--- src/rtl/sr04_pkg.sv ---
// Shared types and constants for the SR04 round-robin scheduler.
// Holds the scheduler FSM state encoding, the measurement width and the miss-counter limits.
package sr04_pkg;

  localparam int MEAS_W = 32;
  localparam int MISS_W = 16;
  localparam logic [MISS_W-1:0] MISS_SAT = 16'hFFFF;

  typedef enum logic [2:0] {
    ST_IDLE,
    ST_SELECT,
    ST_START,
    ST_MEASURE,
    ST_REPORT,
    ST_HOLDOFF
  } state_e;

endpackage

--- src/rtl/sr04_rr_pick.sv ---
// Combinational round-robin picker: finds the first set mask bit strictly after last_ch, wrapping,
// so that last_ch itself is only chosen again when it is the sole enabled channel.
module sr04_rr_pick
  import sr04_pkg::*;
#(
  parameter int NUM_SENSORS = 4,
  parameter int CH_W        = $clog2(NUM_SENSORS)
) (
  input  logic [NUM_SENSORS-1:0] mask,
  input  logic [CH_W-1:0]        last_ch,
  output logic [CH_W-1:0]        next_ch,
  output logic                   any_valid
);

  logic [CH_W-1:0] idx;

  // Scan from the farthest offset down to the nearest so the closest hit is written last and wins.
  always_comb begin
    next_ch   = '0;
    any_valid = 1'b0;
    idx       = '0;
    for (int k = NUM_SENSORS; k >= 1; k--) begin
      idx = CH_W'((int'(last_ch) + k) % NUM_SENSORS);
      if (mask[idx]) begin
        next_ch   = idx;
        any_valid = 1'b1;
      end
    end
  end

endmodule

--- src/rtl/sr04_scheduler.sv ---
// Round-robin scheduler sharing one SR04 ranging engine across NUM_SENSORS sensors.
// Optional SR04_SCHED_STATS_EN adds a saturating miss_count output of timed-out slots.
module sr04_scheduler
  import sr04_pkg::*;
#(
  parameter int NUM_SENSORS    = 4,
  parameter int SLOT_CYCLES    = 40000,
  parameter int HOLDOFF_CYCLES = 16000,
  parameter int CH_W           = $clog2(NUM_SENSORS)
) (
  input  logic                   clk,
  input  logic                   reset,
  input  logic                   run,
  input  logic [NUM_SENSORS-1:0] ch_mask,
  output logic [NUM_SENSORS-1:0] sensor_trigger_out,
  input  logic [NUM_SENSORS-1:0] sensor_echo_in,
  output logic                   eng_en,
  input  logic                   eng_trigger_in,
  output logic                   eng_echo_out,
  input  logic [MEAS_W-1:0]      eng_value,
  input  logic                   eng_value_ok,
  output logic                   result_valid,
  output logic [CH_W-1:0]        result_ch,
  output logic [MEAS_W-1:0]      result_value,
  output logic                   result_timeout,
  output logic                   busy
`ifdef SR04_SCHED_STATS_EN
  ,
  output logic [MISS_W-1:0]      miss_count
`endif
);

  if (SLOT_CYCLES <= 0) begin : g_bad_slot
    $error("sr04_scheduler: SLOT_CYCLES must be nonzero");
  end
  if (HOLDOFF_CYCLES <= 0) begin : g_bad_holdoff
    $error("sr04_scheduler: HOLDOFF_CYCLES must be nonzero");
  end
  if (NUM_SENSORS < 2 || NUM_SENSORS > 16) begin : g_bad_num
    $error("sr04_scheduler: NUM_SENSORS must be in 2..16");
  end

  localparam logic [31:0] SLOT_LAST = 32'(SLOT_CYCLES - 1);
  localparam logic [31:0] HOLD_LAST = 32'(HOLDOFF_CYCLES - 1);

  state_e             state_q, state_d;
  logic [CH_W-1:0]    sel_ch_q, sel_ch_d;
  logic [CH_W-1:0]    last_ch_q, last_ch_d;
  logic [31:0]        slot_cnt_q, slot_cnt_d;
  logic [31:0]        hold_cnt_q, hold_cnt_d;
  logic [MEAS_W-1:0]  cap_value_q, cap_value_d;
  logic               seen_ok_q, seen_ok_d;
  logic               res_valid_q, res_valid_d;
  logic [CH_W-1:0]    res_ch_q, res_ch_d;
  logic [MEAS_W-1:0]  res_value_q, res_value_d;
  logic               res_timeout_q, res_timeout_d;

  logic [CH_W-1:0]    pick_ch;
  logic               pick_valid;

  sr04_rr_pick #(
    .NUM_SENSORS (NUM_SENSORS),
    .CH_W        (CH_W)
  ) u_pick (
    .mask      (ch_mask),
    .last_ch   (last_ch_q),
    .next_ch   (pick_ch),
    .any_valid (pick_valid)
  );

  always_ff @(posedge clk) begin
    if (reset) begin
      state_q       <= ST_IDLE;
      sel_ch_q      <= '0;
      last_ch_q     <= CH_W'(NUM_SENSORS - 1);
      slot_cnt_q    <= '0;
      hold_cnt_q    <= '0;
      cap_value_q   <= '0;
      seen_ok_q     <= 1'b0;
      res_valid_q   <= 1'b0;
      res_ch_q      <= '0;
      res_value_q   <= '0;
      res_timeout_q <= 1'b0;
    end else begin
      state_q       <= state_d;
      sel_ch_q      <= sel_ch_d;
      last_ch_q     <= last_ch_d;
      slot_cnt_q    <= slot_cnt_d;
      hold_cnt_q    <= hold_cnt_d;
      cap_value_q   <= cap_value_d;
      seen_ok_q     <= seen_ok_d;
      res_valid_q   <= res_valid_d;
      res_ch_q      <= res_ch_d;
      res_value_q   <= res_value_d;
      res_timeout_q <= res_timeout_d;
    end
  end

  always_comb begin
    state_d       = state_q;
    sel_ch_d      = sel_ch_q;
    last_ch_d     = last_ch_q;
    slot_cnt_d    = slot_cnt_q;
    hold_cnt_d    = hold_cnt_q;
    cap_value_d   = cap_value_q;
    seen_ok_d     = seen_ok_q;
    res_valid_d   = 1'b0;
    res_ch_d      = res_ch_q;
    res_value_d   = res_value_q;
    res_timeout_d = res_timeout_q;

    case (state_q)
      ST_IDLE: begin
        if (run && (|ch_mask)) state_d = ST_SELECT;
      end
      ST_SELECT: begin
        if (pick_valid) begin
          sel_ch_d = pick_ch;
          state_d  = ST_START;
        end else begin
          state_d = ST_IDLE;
        end
      end
      ST_START: begin
        slot_cnt_d  = '0;
        cap_value_d = '0;
        seen_ok_d   = 1'b0;
        state_d     = ST_MEASURE;
      end
      ST_MEASURE: begin
        slot_cnt_d = slot_cnt_q + 32'd1;
        if (eng_value_ok) begin
          cap_value_d = eng_value;
          seen_ok_d   = 1'b1;
        end
        // Result registers load on the final measure cycle so they are already valid during REPORT.
        if (slot_cnt_q == SLOT_LAST) begin
          state_d       = ST_REPORT;
          res_valid_d   = 1'b1;
          res_ch_d      = sel_ch_q;
          res_timeout_d = !seen_ok_d;
          res_value_d   = seen_ok_d ? cap_value_d : '0;
        end
      end
      ST_REPORT: begin
        last_ch_d  = sel_ch_q;
        hold_cnt_d = '0;
        state_d    = run ? ST_HOLDOFF : ST_IDLE;
      end
      ST_HOLDOFF: begin
        if (!run) begin
          state_d = ST_IDLE;
        end else if (hold_cnt_q == HOLD_LAST) begin
          state_d = ST_SELECT;
        end else begin
          hold_cnt_d = hold_cnt_q + 32'd1;
        end
      end
      default: state_d = ST_IDLE;
    endcase
  end

  always_comb begin
    sensor_trigger_out = '0;
    eng_echo_out       = 1'b0;
    if (state_q == ST_START || state_q == ST_MEASURE) begin
      sensor_trigger_out[sel_ch_q] = eng_trigger_in;
      eng_echo_out                 = sensor_echo_in[sel_ch_q];
    end
  end

  assign eng_en         = (state_q == ST_START);
  assign busy           = (state_q != ST_IDLE);
  assign result_valid   = res_valid_q;
  assign result_ch      = res_ch_q;
  assign result_value   = res_value_q;
  assign result_timeout = res_timeout_q;

`ifdef SR04_SCHED_STATS_EN
  logic [MISS_W-1:0] miss_q, miss_d;

  always_ff @(posedge clk) begin
    if (reset) miss_q <= '0;
    else       miss_q <= miss_d;
  end

  always_comb begin
    miss_d = miss_q;
    if (res_valid_q && res_timeout_q && (miss_q != MISS_SAT)) miss_d = miss_q + 1'b1;
  end

  assign miss_count = miss_q;
`endif

endmodule
--- config.mk ---
export PLATFORM = sky130hd
export DESIGN_NAME = sr04_scheduler
export DESIGN_NICKNAME = d
export VERILOG_FILES = /design/src/rtl/sr04_pkg.sv /design/src/rtl/sr04_rr_pick.sv /design/src/rtl/sr04_scheduler.sv
export SDC_FILE = /design/constraint.sdc
export NUM_CORES = 1
export LEC_CHECK = 0
export CORE_MARGIN = 3
export CORE_UTILIZATION = 55
export DETAILED_ROUTE_END_ITERATION = 8
export GPL_ROUTABILITY_DRIVEN = 1
export PLACE_DENSITY = 0.8
export RECOVER_POWER = 100
export SLEW_MARGIN = 30
export SYNTH_ARGS = -nofsm -noshare
export SYNTH_HDL_FRONTEND = slang
export SYNTH_SLANG_ARGS = --single-unit
--- constraint.sdc ---
create_clock -name clk -period 3.16 [get_ports clk]
set_clock_uncertainty 0.15 [all_clocks]
set_input_delay 0.632 -clock clk [delete_from_list [all_inputs] [get_ports clk]]
set_output_delay 0.632 -clock clk [all_outputs]
set_load 0.005 [all_outputs]
==> metrics.txt <==
status=complete, but fails checks; failing checks=capacitance limit, slew limit; post-route setup slack=0.147 ns; fin. max-slew vios=38; routed length per instance=15.1 µm; final hold vios=0; Core ar.=11000 µm²; Post-Synthesis Cells=816; Max VDD drop=0.459 mV; register area share after synthesis=0.442; top-level I/O count=88; Fin Setup TNS=0 ns; row count=38; H-tree Lvls=4; Worst setup SP type=input port; relative max-transition margin=-0.0327; Worst EP required=2.38 ns; commonest cells after routing, fill and taps aside=nand2_1 (169), dfxtp_1 (140), nor2_1 (91); worst skew pair latency=0.42 ns; dpl hpwl=10.6 mm; Netlist cell types=48; YS warnings=0; Leak=2.78 nW; Clk network pwr share=0.468; DIE AREA=12800 µm²; peak fanout along the critical path=1; sequential share of power=0.474; initial antenna violation count=0; first-pass GRT wire length=26.2 mm; most common cell after layout, fill and taps aside=nand2_1; routed via count=5963; FF+latch count, synth=140; cts hold-fix bufs=0; total congestion overflow=0; Die Ht=113 µm; syn_area_per_cell=7.76 µm²; Post-CTS Setup Inserts=0; Die Wd=113 µm; Worst R2R Start=state_q[1]; Net Switching=0.000853 W; sw frac=0.225; asr flop ratio synth=0; worst slack, placed=0.271 ns; r2r endpoint=result_value[16]; hold depth=2; Post-synth EDFFs=0; antenna viol nets, final=0; drc violations=0; CTS tree=done; Primary FF master, synth=dfxtp_1; number of diodes=0; reg2reg setup slack=0.49 ns; buffer levels on the longest clock path=2; Crit. End Element=output port; CTS Buf Count=17; Total Wirelength=15.6 mm; worst-margin pin slew=1.55 ns; drt first-iter violations=510; Initial Util=0.574; Hold Crit Endpoint=result_value[30]; Internal Pwr Total=0.00294 W; Worst-path clk slew=0.06 ns; area delta synth->final=22.8%; Crit Path Class=input port to output port; root buf cell=clkbuf_16; final worst path period need=3.01 ns; largest net degree at the start of global routing=73; vias in the first global route=5770; CP arrival=2.23 ns; drt first pass iters=5; Final #Nets=929; hold_sp=result_value[30]; RSZ-0062 raised after global routing=false; combinational share of power=0.058; syn_nets=863; part of the cycle the worst path needs=0.954; FF/Latch Area=2800 µm²; synthesized area=6340 µm²; GRT Util Overall=0.249; Multi-input gate area=3310 µm²; Port Buffers=87; Power per Cell Area=487 nW/µm²; fmax=332 MHz; CTS resizes=0; Clock Sink Count=140; share of layout cells above drive strength 1=0.0514; RD Place Congestion=0.888; Filler Cell Count=866; R2R cell count=6; Hold Crit Class=register to register; setup violators final=0; # Max-Cap Violations=1; vias per cell=5.76
-- metal layers --
layer / track usage / share of wire
met1: 0.292 / 0.43
met2: 0.428 / 0.50
met3: 0.0578 / 0.045
met4: 0.116 / 0.028
met5: 0 / 0
-- registers in the layout, indices dropped and copies added (netlist names) --
name,count
cap_value_q,32
hold_cnt_q,32
last_ch_q,2
result_ch,2
result_timeout,1
result_valid,1
result_value,32
seen_ok_q,1
sel_ch_q,2
slot_cnt_q,32
state_q,3
-- through the flow --
step | cells | power [W] | hold slack, ns | cell area, µm² | util
2_1_floorplan | 816 | 0.00195 | 0.298 | 6340 | -
3_3_place_gp | 1003 | 0.00205 | 0.289 | 7270 | 0.659
3_5_place_dp | 1003 | 0.00206 | 0.292 | 7270 | 0.659
4_1_cts | 1035 | 0.00382 | 0.300 | 7790 | 0.706
5_1_grt | 1035 | 0.00392 | 0.316 | 7780 | 0.705
6_report | 1035 | 0.00379 | 0.297 | 7780 | 0.705
-- synthesized netlist by cell type, types with 2 or more instances --
cell,count,share of area
or3_1,19,0.019
inv_1,12,0.0071
and4_1,7,0.0097
o21a_1,2,0.0024
a21oi_1,60,0.047
xor2_1,26,0.036
nor3b_1,2,0.0024
nand4b_1,2,0.0028
ha_1,2,0.0039
o2111ai_1,2,0.0028
nand2b_1,2,0.0020
dfxtp_1,140,0.44
or3b_2,2,0.0028
mux2i_1,3,0.0047
a22oi_1,32,0.038
nand4_1,19,0.019
xnor2_1,15,0.021
nand2_1,169,0.10
a211o_1,2,0.0028
nor4_1,18,0.018
buf_1,4,0.0024
nand3_1,25,0.020
nor2_1,91,0.054
o22ai_1,6,0.0059
clkbuf_1,45,0.027
a31oi_1,3,0.0030
and3_1,13,0.013
and2_1,6,0.0059
o21ai_0,50,0.039
or4_1,3,0.0036
or2_2,2,0.0020
nor3_1,10,0.0079
o31ai_1,3,0.0036
nor2b_1,5,0.0049
-- worst max-delay path by stage --
stage,startpoint,endpoint,slack (ns),cells past startpoint
floorplan,state_q[2],slot_cnt_q[31],0.97,5
CTS,state_q[1],sensor_trigger_out[2],0.17,5
finish,sensor_echo_in[0],eng_echo_out,0.15,4
detailed placement,sensor_echo_in[3],eng_echo_out,0.27,4
global route,state_q[1],sensor_trigger_out[0],0.04,5
global placement,sensor_echo_in[3],eng_echo_out,0.31,4
-- area by class of cell --
| type | count | share of cell area |
|---|---|---|
| well taps | 140 | 0.0225 |
| inverters | 12 | 0.00579 |
| multi-input cells | 614 | 0.426 |
| clock buffers | 23 | 0.0576 |
| repair buffers | 97 | 0.119 |
| flip-flops and latches | 140 | 0.360 |
| clock inverters | 9 | 0.00933 |
-- logic make-up (layout without fill, tap and decap cells) --
logic type	after synthesis	count (layout)	synth area share
muxes	4	4	0.00829
xor gates and xnor gates	41	41	0.0567
adders and majority gates	2	2	0.00395
AOI/OAI and AO/OA	163	163	0.149
buffers and inverters	62	141	0.0369
and+or+nand+nor	404	404	0.303
DFF	140	140	0.442
-- worst max-delay path, stage by stage --
cell             delay (ns)
clkdlybuf4s50_1        0.41
mux4_2                 0.44
and2_1                 0.17
dlygate4sd3_1          0.58
-- power groups by stage --
stage,combinational [W],clock (W),sequential [W]
floorplan,0.000125,0,0.00182
global placement,0.000216,0,0.00183
detailed placement,0.000224,0,0.00183
CTS,0.000225,0.00180,0.00179
global route,0.000243,0.00188,0.00179
finish,0.000221,0.00177,0.00179
Power figures use the tool's default switching activity.
